$ cat src/rtl/reg_file_pkg.sv
// Shared constants for the register file: geometry and the hard-wired zero index.
package reg_file_pkg;
    localparam int DATA_W   = 32;
    localparam int ADDR_W   = 5;
    localparam int NUM_REGS = 2 ** ADDR_W;
    localparam int ZERO_IDX = 0;
endpackage

$ cat src/rtl/rf_read_port.sv
// One combinational read port: zero-index force, write-first bypass, array select.
// Latency 0; no backpressure.
module rf_read_port #(
    parameter int DATA_W = reg_file_pkg::DATA_W,
    parameter int ADDR_W = reg_file_pkg::ADDR_W
) (
    input  logic                                rst,
    input  logic [ADDR_W-1:0]                   raddr,
    input  logic                                we,
    input  logic [ADDR_W-1:0]                   waddr,
    input  logic [DATA_W-1:0]                   wdata,
    input  logic [(2**ADDR_W)-1:0][DATA_W-1:0]  regs,
    output logic [DATA_W-1:0]                   rdata
);
    import reg_file_pkg::ZERO_IDX;

    logic rd_zero;
    logic bypass;

    assign rd_zero = (raddr == ADDR_W'(ZERO_IDX));
    assign bypass  = we && (waddr != ADDR_W'(ZERO_IDX)) && (waddr == raddr);

    always_comb begin
        rdata = '0;
        // Reset and index 0 both force zero, ahead of the bypass path.
        if (rst || rd_zero) begin
            rdata = '0;
        end else if (bypass) begin
            rdata = wdata;
        end else begin
            rdata = regs[raddr];
        end
    end
endmodule

$ cat src/rtl/reg_file.sv
// 2**ADDR_W x DATA_W register file, two operand read ports plus a debug port, write counter.
// Reads are zero-latency with write-first bypass; writes commit on clk; no backpressure.
module reg_file #(
    parameter int DATA_W = reg_file_pkg::DATA_W,
    parameter int ADDR_W = reg_file_pkg::ADDR_W
) (
    input  logic              clk,
    input  logic              rst,
    input  logic              we,
    input  logic [ADDR_W-1:0] waddr,
    input  logic [DATA_W-1:0] wdata,
    input  logic [ADDR_W-1:0] raddr_a,
    input  logic [ADDR_W-1:0] raddr_b,
    output logic [DATA_W-1:0] rdata_a,
    output logic [DATA_W-1:0] rdata_b,
    input  logic [ADDR_W-1:0] dbg_addr,
    output logic [DATA_W-1:0] dbg_data,
    output logic [15:0]       wr_count
);
    import reg_file_pkg::ZERO_IDX;

    localparam int NUM_REGS = 2 ** ADDR_W;

    logic [NUM_REGS-1:0][DATA_W-1:0] regs;
    logic                            commit;

    assign commit = we && (waddr != ADDR_W'(ZERO_IDX));

    always_ff @(posedge clk or posedge rst) begin
        if (rst) begin
            regs     <= '0;
            wr_count <= '0;
        end else if (commit) begin
            regs[waddr] <= wdata;
            if (wr_count != 16'hFFFF) begin
                wr_count <= wr_count + 16'd1;
            end
        end
    end

    rf_read_port #(.DATA_W(DATA_W), .ADDR_W(ADDR_W)) u_port_a (
        .rst   (rst),
        .raddr (raddr_a),
        .we    (we),
        .waddr (waddr),
        .wdata (wdata),
        .regs  (regs),
        .rdata (rdata_a)
    );

    rf_read_port #(.DATA_W(DATA_W), .ADDR_W(ADDR_W)) u_port_b (
        .rst   (rst),
        .raddr (raddr_b),
        .we    (we),
        .waddr (waddr),
        .wdata (wdata),
        .regs  (regs),
        .rdata (rdata_b)
    );

    rf_read_port #(.DATA_W(DATA_W), .ADDR_W(ADDR_W)) u_port_dbg (
        .rst   (rst),
        .raddr (dbg_addr),
        .we    (we),
        .waddr (waddr),
        .wdata (wdata),
        .regs  (regs),
        .rdata (dbg_data)
    );
endmodule

$ cat config.mk
export PLATFORM = sky130hd
export DESIGN_NAME = reg_file
export DESIGN_NICKNAME = d
export VERILOG_FILES = /design/src/rtl/reg_file_pkg.sv /design/src/rtl/rf_read_port.sv /design/src/rtl/reg_file.sv
export SDC_FILE = /design/constraint.sdc
export NUM_CORES = 2
export LEC_CHECK = 0
export BUFFER_PORTS_ARGS = -buffer_cell sky130_fd_sc_hd__buf_2
export CORE_MARGIN = 3
export CORE_UTILIZATION = 55
export CTS_BUF_LIST = sky130_fd_sc_hd__clkbuf_16
export CTS_CLUSTER_DIAMETER = 100
export DETAILED_ROUTE_END_ITERATION = 8
export GPL_TIMING_DRIVEN = 0
export HOLD_SLACK_MARGIN = 0.02
export PLACE_DENSITY = 0.72
export SYNTH_ARGS = -nofsm -noshare
export SYNTH_HDL_FRONTEND = slang
export SYNTH_SLANG_ARGS = --single-unit
$ cat constraint.sdc
create_clock -name clk -period 39.7 [get_ports clk]
set_input_delay 0 -clock clk [delete_from_list [all_inputs] [get_ports clk]]
set_output_delay 0 -clock clk [all_outputs]
set_load 0.02 [all_outputs]
Yosys cells after proc, flatten, opt, wreduce, memory -nomap -nowiden
Cells that the tools add are included.

Register bits after elaboration: 1040. Input port bits: 55. Output and inout bits: 112. Word-level logic and storage cells: 71.

Add/subtract/negate cells: 1. Order comparisons: 5. Eq/ne operators: 4. Muxes and demuxes: 15. Reductions and logical operators: 13.

Operator list (count): 1024-bit bitwise mux (1); 32-bit binary-select mux with 5-bit select (3); 32-bit two-way mux (10); 32-bit demux with 5-bit select (1); 5-bit by 6-bit < comparator with 1-bit output (second input constant) (4); 16-bit by 1-bit adder with 16-bit output (second input constant) (1); 16-bit != test (second input constant) (1); 5-bit == test (3); 5-bit zero test (3); 5-bit by 1-bit greater-or-equal comparator with 1-bit output (second input constant) (1); 1-bit logical AND (5); 5-bit nonzero test (1); 1-bit logical OR (3); 2-bit AND reduction (1).

Longest topological paths before layout
Depth after elaboration: 5. Gate-level depth with buffers: 9. Gate-level depth less buffers: 5.

Cells and area by module
Synthesis repeated with hierarchy kept, for this count alone.

Cell total of the unflattened synthesis: 4667. Area, all modules: 65180.0 um2.

By module, submodules not included: reg_file (times used 1, cells an instance 2360, area an instance 38750.9 um2, seq. area each 26025.0 um2); rf_read_port (times used 3, cells an instance 769, area an instance 8809.7 um2, seq. area each 0.0 um2).

Least setup slack after synthesis
Ideal clock, no wire load.

Path type: input port to output port. Start point: in rst. End point: out rdata_a[1]. Arrival: 25.241 ns. Required time: 39.700 ns. Slack: 14.459 ns. Stages on the path: 5. Buffers on the path: 1. Cells stage by stage: inv_1 > o311ai_2 > clkbuf_1 > a211oi_1 > a211o_1.

Word-level cells in the longest chain between the ends: 2.

Ends and longest elaborated chain: start, declared (RTL line reg_file.sv:8) `input logic rst,`; 1-bit logical OR (RTL line rf_read_port.sv:26) `if (rst || rd_zero) begin`; 32-bit two-way mux (RTL line rf_read_port.sv:26); end, declared (RTL line reg_file.sv:14) `output logic [DATA_W-1:0] rdata_a,`.

No other way between the ends.

Worst setup path after layout
Start point: in raddr_a[4]. End point: out rdata_a[12].

Word-level cells in the longest chain between the ends: 4. Elaborated cells between the ends (all ways): 8. Those cells by class: eq/ne (1); mux (4); reduce/logical (3).

Ends and longest elaborated chain: start, declared (RTL line reg_file.sv:12) `input logic [ADDR_W-1:0] raddr_a,`; 32-bit binary-select mux with 5-bit select or 5-bit == test (tied branches) (RTL line rf_read_port.sv:31, rf_read_port.sv:21); 32-bit two-way mux (not written as such) or 1-bit logical AND (tied branches) (RTL line rf_read_port.sv:31, rf_read_port.sv:21); 32-bit two-way mux (RTL line rf_read_port.sv:28) `end else if (bypass) begin`; 32-bit two-way mux * (RTL line rf_read_port.sv:26).

Mark *: on every way between the ends. The rest lies on a longest branch, timed or not. The select of a mux whose other input is x is not followed.

==> reports/qor.csv <==
metric;value;unit
RSZ-0062 raised after global routing;false;
Post-synth EDFFs;0;
flop-to-flop setup slack;37.85;ns
Initial Util;55.9;%
top post-synthesis cells by area;dfrtp_1, mux4_2, mux2_2;
Synth top area share;41.1;%
GR Util met3;34.2;%
path category of the worst min-delay check;in2reg;
cell family with most CP delay;buffers and inverters;
Buf/Inv on CP;5;
Ys Warns;0;
CTS Hold Buffers Added;34;
delay of the slowest critical-path stage;1.33;ns
Die ar.;119000;um2
Cell Area, Synth;63300;um2
NumNets Final;4651;
Final Cycle Share;11.4;%
Die H;345;um
Synth Flop Type;dfrtp_1;
Post-Synthesis Net Count;4326;
Final Max Tran Viols;361;
total of max-cap violations;34;
outcome;finished with violations;
hold path cells;5;
GRT Total Usage;53.5;%
actual slew at the worst max-slew pin;1.88;ns
Core ar.;113000;um2
post-DP HPWL;216000;um
placed cell count;5937;
most frequent CP cell;buf_2;
highest-delay cell along the critical path;clkbuf_1;
sequential share of the synthesized area;41.1;%
pwr dens;49.3;nW/um2
# Post-CTS Setup Buffers;0;
clk_lat worst skew;0.80;ns
reg2reg end;wr_count[13];
cell depth of the worst flop-to-flop path;5;
# DRC;0;
crit path capture type;output port;
DR iter-0 viols;9898;
ys async rst share;100;%
GRT overflow;0;
Clk pin slew, worst setup/hold paths;0.05;ns
post-cts sizing count;0;
GR peak layer;met2;
first-pass GRT wire length;428000;um
antenna violations before repair;26;
flops & latches, synth;1040;
CTS tree;built;
static leakage;30.0;nW
Final Setup Violations;0;
Worst R2R Start;wr_count[12];
share of layout cells above drive strength 1;49.0;%
DR vias/cell;8.50;
Worst setup SP type;input pin;
Crit path required time;39.70;ns
vias in the first global route;49300;
clock skew;0.0333;ns
Synth Area per Inst;14.8;um2
Port Buf Inserts;150;
area leader, netlist;dfrtp_1;
Rel. slew slack;-25.2;%
Die X;345;um
CP Data Arrival Time;4.51;ns
CP Cell Sequence;buf_2 -> buf_2 -> clkbuf_1 -> clkbuf_1 -> a211oi_1 -> a211oi_1 -> a211o_1 -> buf_2;
root buffer cell;clkbuf_16;
cell count after synthesis;4270;
final wirelength;323000;um
Core Rows;123;
met2 usage;68.3;%
drt pass-1 iters;8;
gpl congestion;1.09;
Min Hold Slack;0.0608;ns
post-synthesis cell type count;53;
wire per inst;51.9;um
Finished Layout Cells;6227;
violated checks;capacitance limit, slew limit;
hold path endpoint;wr_count[4];
largest net degree at the start of global routing;116;
fin crit period;4.51;ns
# IOs;167;
Max IR drop VDD;0.0000429;V
Max H-tree Level;3;
Fill cells;8744;
Pwr Total;3.48;mW
Clock Path Buffers;3;
Synth-to-Final Area Change;11.5;%
CTS Sinks;1040;
fmax;0.222;GHz
vias;52900;
Critical Path Fanout Max;10;
Final Hold Viols;0;
DRT antenna net count;0;
critical path class;in2out;
met1 Usage GRT;63.2;%
clock buffer count from CTS;118;
worst hold start;waddr[1];
## layout by cell type, fill, tap and decap left out, types with 32 or more instances in the layout
cell,count
buf_1,81
nand2_1,87
a211oi_1,102
diode_2,40
a21oi_1,39
mux4_2,748
dlygate4sd3_1,34
mux2i_1,151
clkbuf_2,34
clkbuf_16,120
a32o_1,42
nor2b_1,66
inv_1,36
o221ai_1,35
buf_2,325
mux2_2,978
a211o_1,33
dfrtp_1,1040
clkinv_1,32
o22ai_1,115
a22oi_1,58
nor2_1,32
clkbuf_1,207
## metrics by stage
step	setup WS [ns]	util (%)	TNS (ns)	instance area, um2
finish	35.19	62.3	0	70600
global placement	-2.07	58.2	-1868.68	65900
global route	35.50	62.2	0	70500
detailed placement	35.69	58.6	0	66400
CTS	35.68	62.1	0	70400
floorplan	10.38	-	0	63300
## per-layer routing
layer  wire, um  vias to the layer above
li1           -                    17800
met1     104000                    27000
met2     124000                     6137
met3      60900                     1927
met4      33900                       24
met5        503                        -
## how the worst max path moves through the flow
stage / start / to / slack [ns] / cells past startpoint
2_1_floorplan: rst / regs[0] / 10.38 / 1
4_1_cts: raddr_a[4] / rdata_a[12] / 35.68 / 8
3_5_place_dp: raddr_a[4] / rdata_a[12] / 35.69 / 8
3_3_place_gp: rst / regs[823] / -2.07 / 2
5_1_grt: rst / rdata_a[27] / 35.50 / 9
6_report: raddr_a[4] / rdata_a[12] / 35.19 / 8
## flip-flops by register name, summed over array words and instances, names as in the netlist
register / cells
wr_count: 16
regs: 1024
## power breakdown
group	switching, mW	internal, mW	total (mW)
Sequential	0.207	1.26	1.47
Combinational	0.438	0.484	0.922
Clock	0.490	0.600	1.09
Total	1.14	2.34	3.48
## worst min-delay path: cells and delay by family
family                 cells  cell delay, ns
AO/OA/AOI/OAI              2            0.45
XOR/XNOR                   1            0.10
AND/OR/NAND/NOR            1            0.15
buffers and inverters      1            0.09
## synth_stat cells, drive strengths merged (8+ instances only)
cell type	instances
o21ai	24
nor4	24
dfrtp	1040
clkbuf	240
a21oi	39
a211o	33
mux2i	151
nand2	87
a22o	23
a32o	42
o221ai	35
buf	286
mux2	993
xnor2	18
a31oi	13
nor2	33
nor2b	66
o22ai	115
mux4	748
xor2	11
inv	8
nand3	31
a211oi	102
a22oi	58
## cell type report
type	count	area [um2]	share of cell area, %
clock buffers	120	3000	4.26
clock inverters	92	662	0.938
inverters	8	37.5	0.0532
well taps	1500	1880	2.66
flip-flops and latches	1040	26000	36.9
multi-input cells	2696	34900	49.5
plain buffers	526	2400	3.41
diodes	40	100	0.142
repair buffers	205	1550	2.20
## cells by family after synthesis
family | count (synthesis) | synth area share, %
buffers and inverters | 534 | 3.76
and+or+nand+nor | 283 | 2.32
DFF | 1040 | 41.1
muxes | 1892 | 46.7
xor gates and xnor gates | 29 | 0.401
adders and majority gates | 1 | 0.0198
AOI/OAI and AO/OA | 491 | 5.70
(Power assumes the default switching activity.)
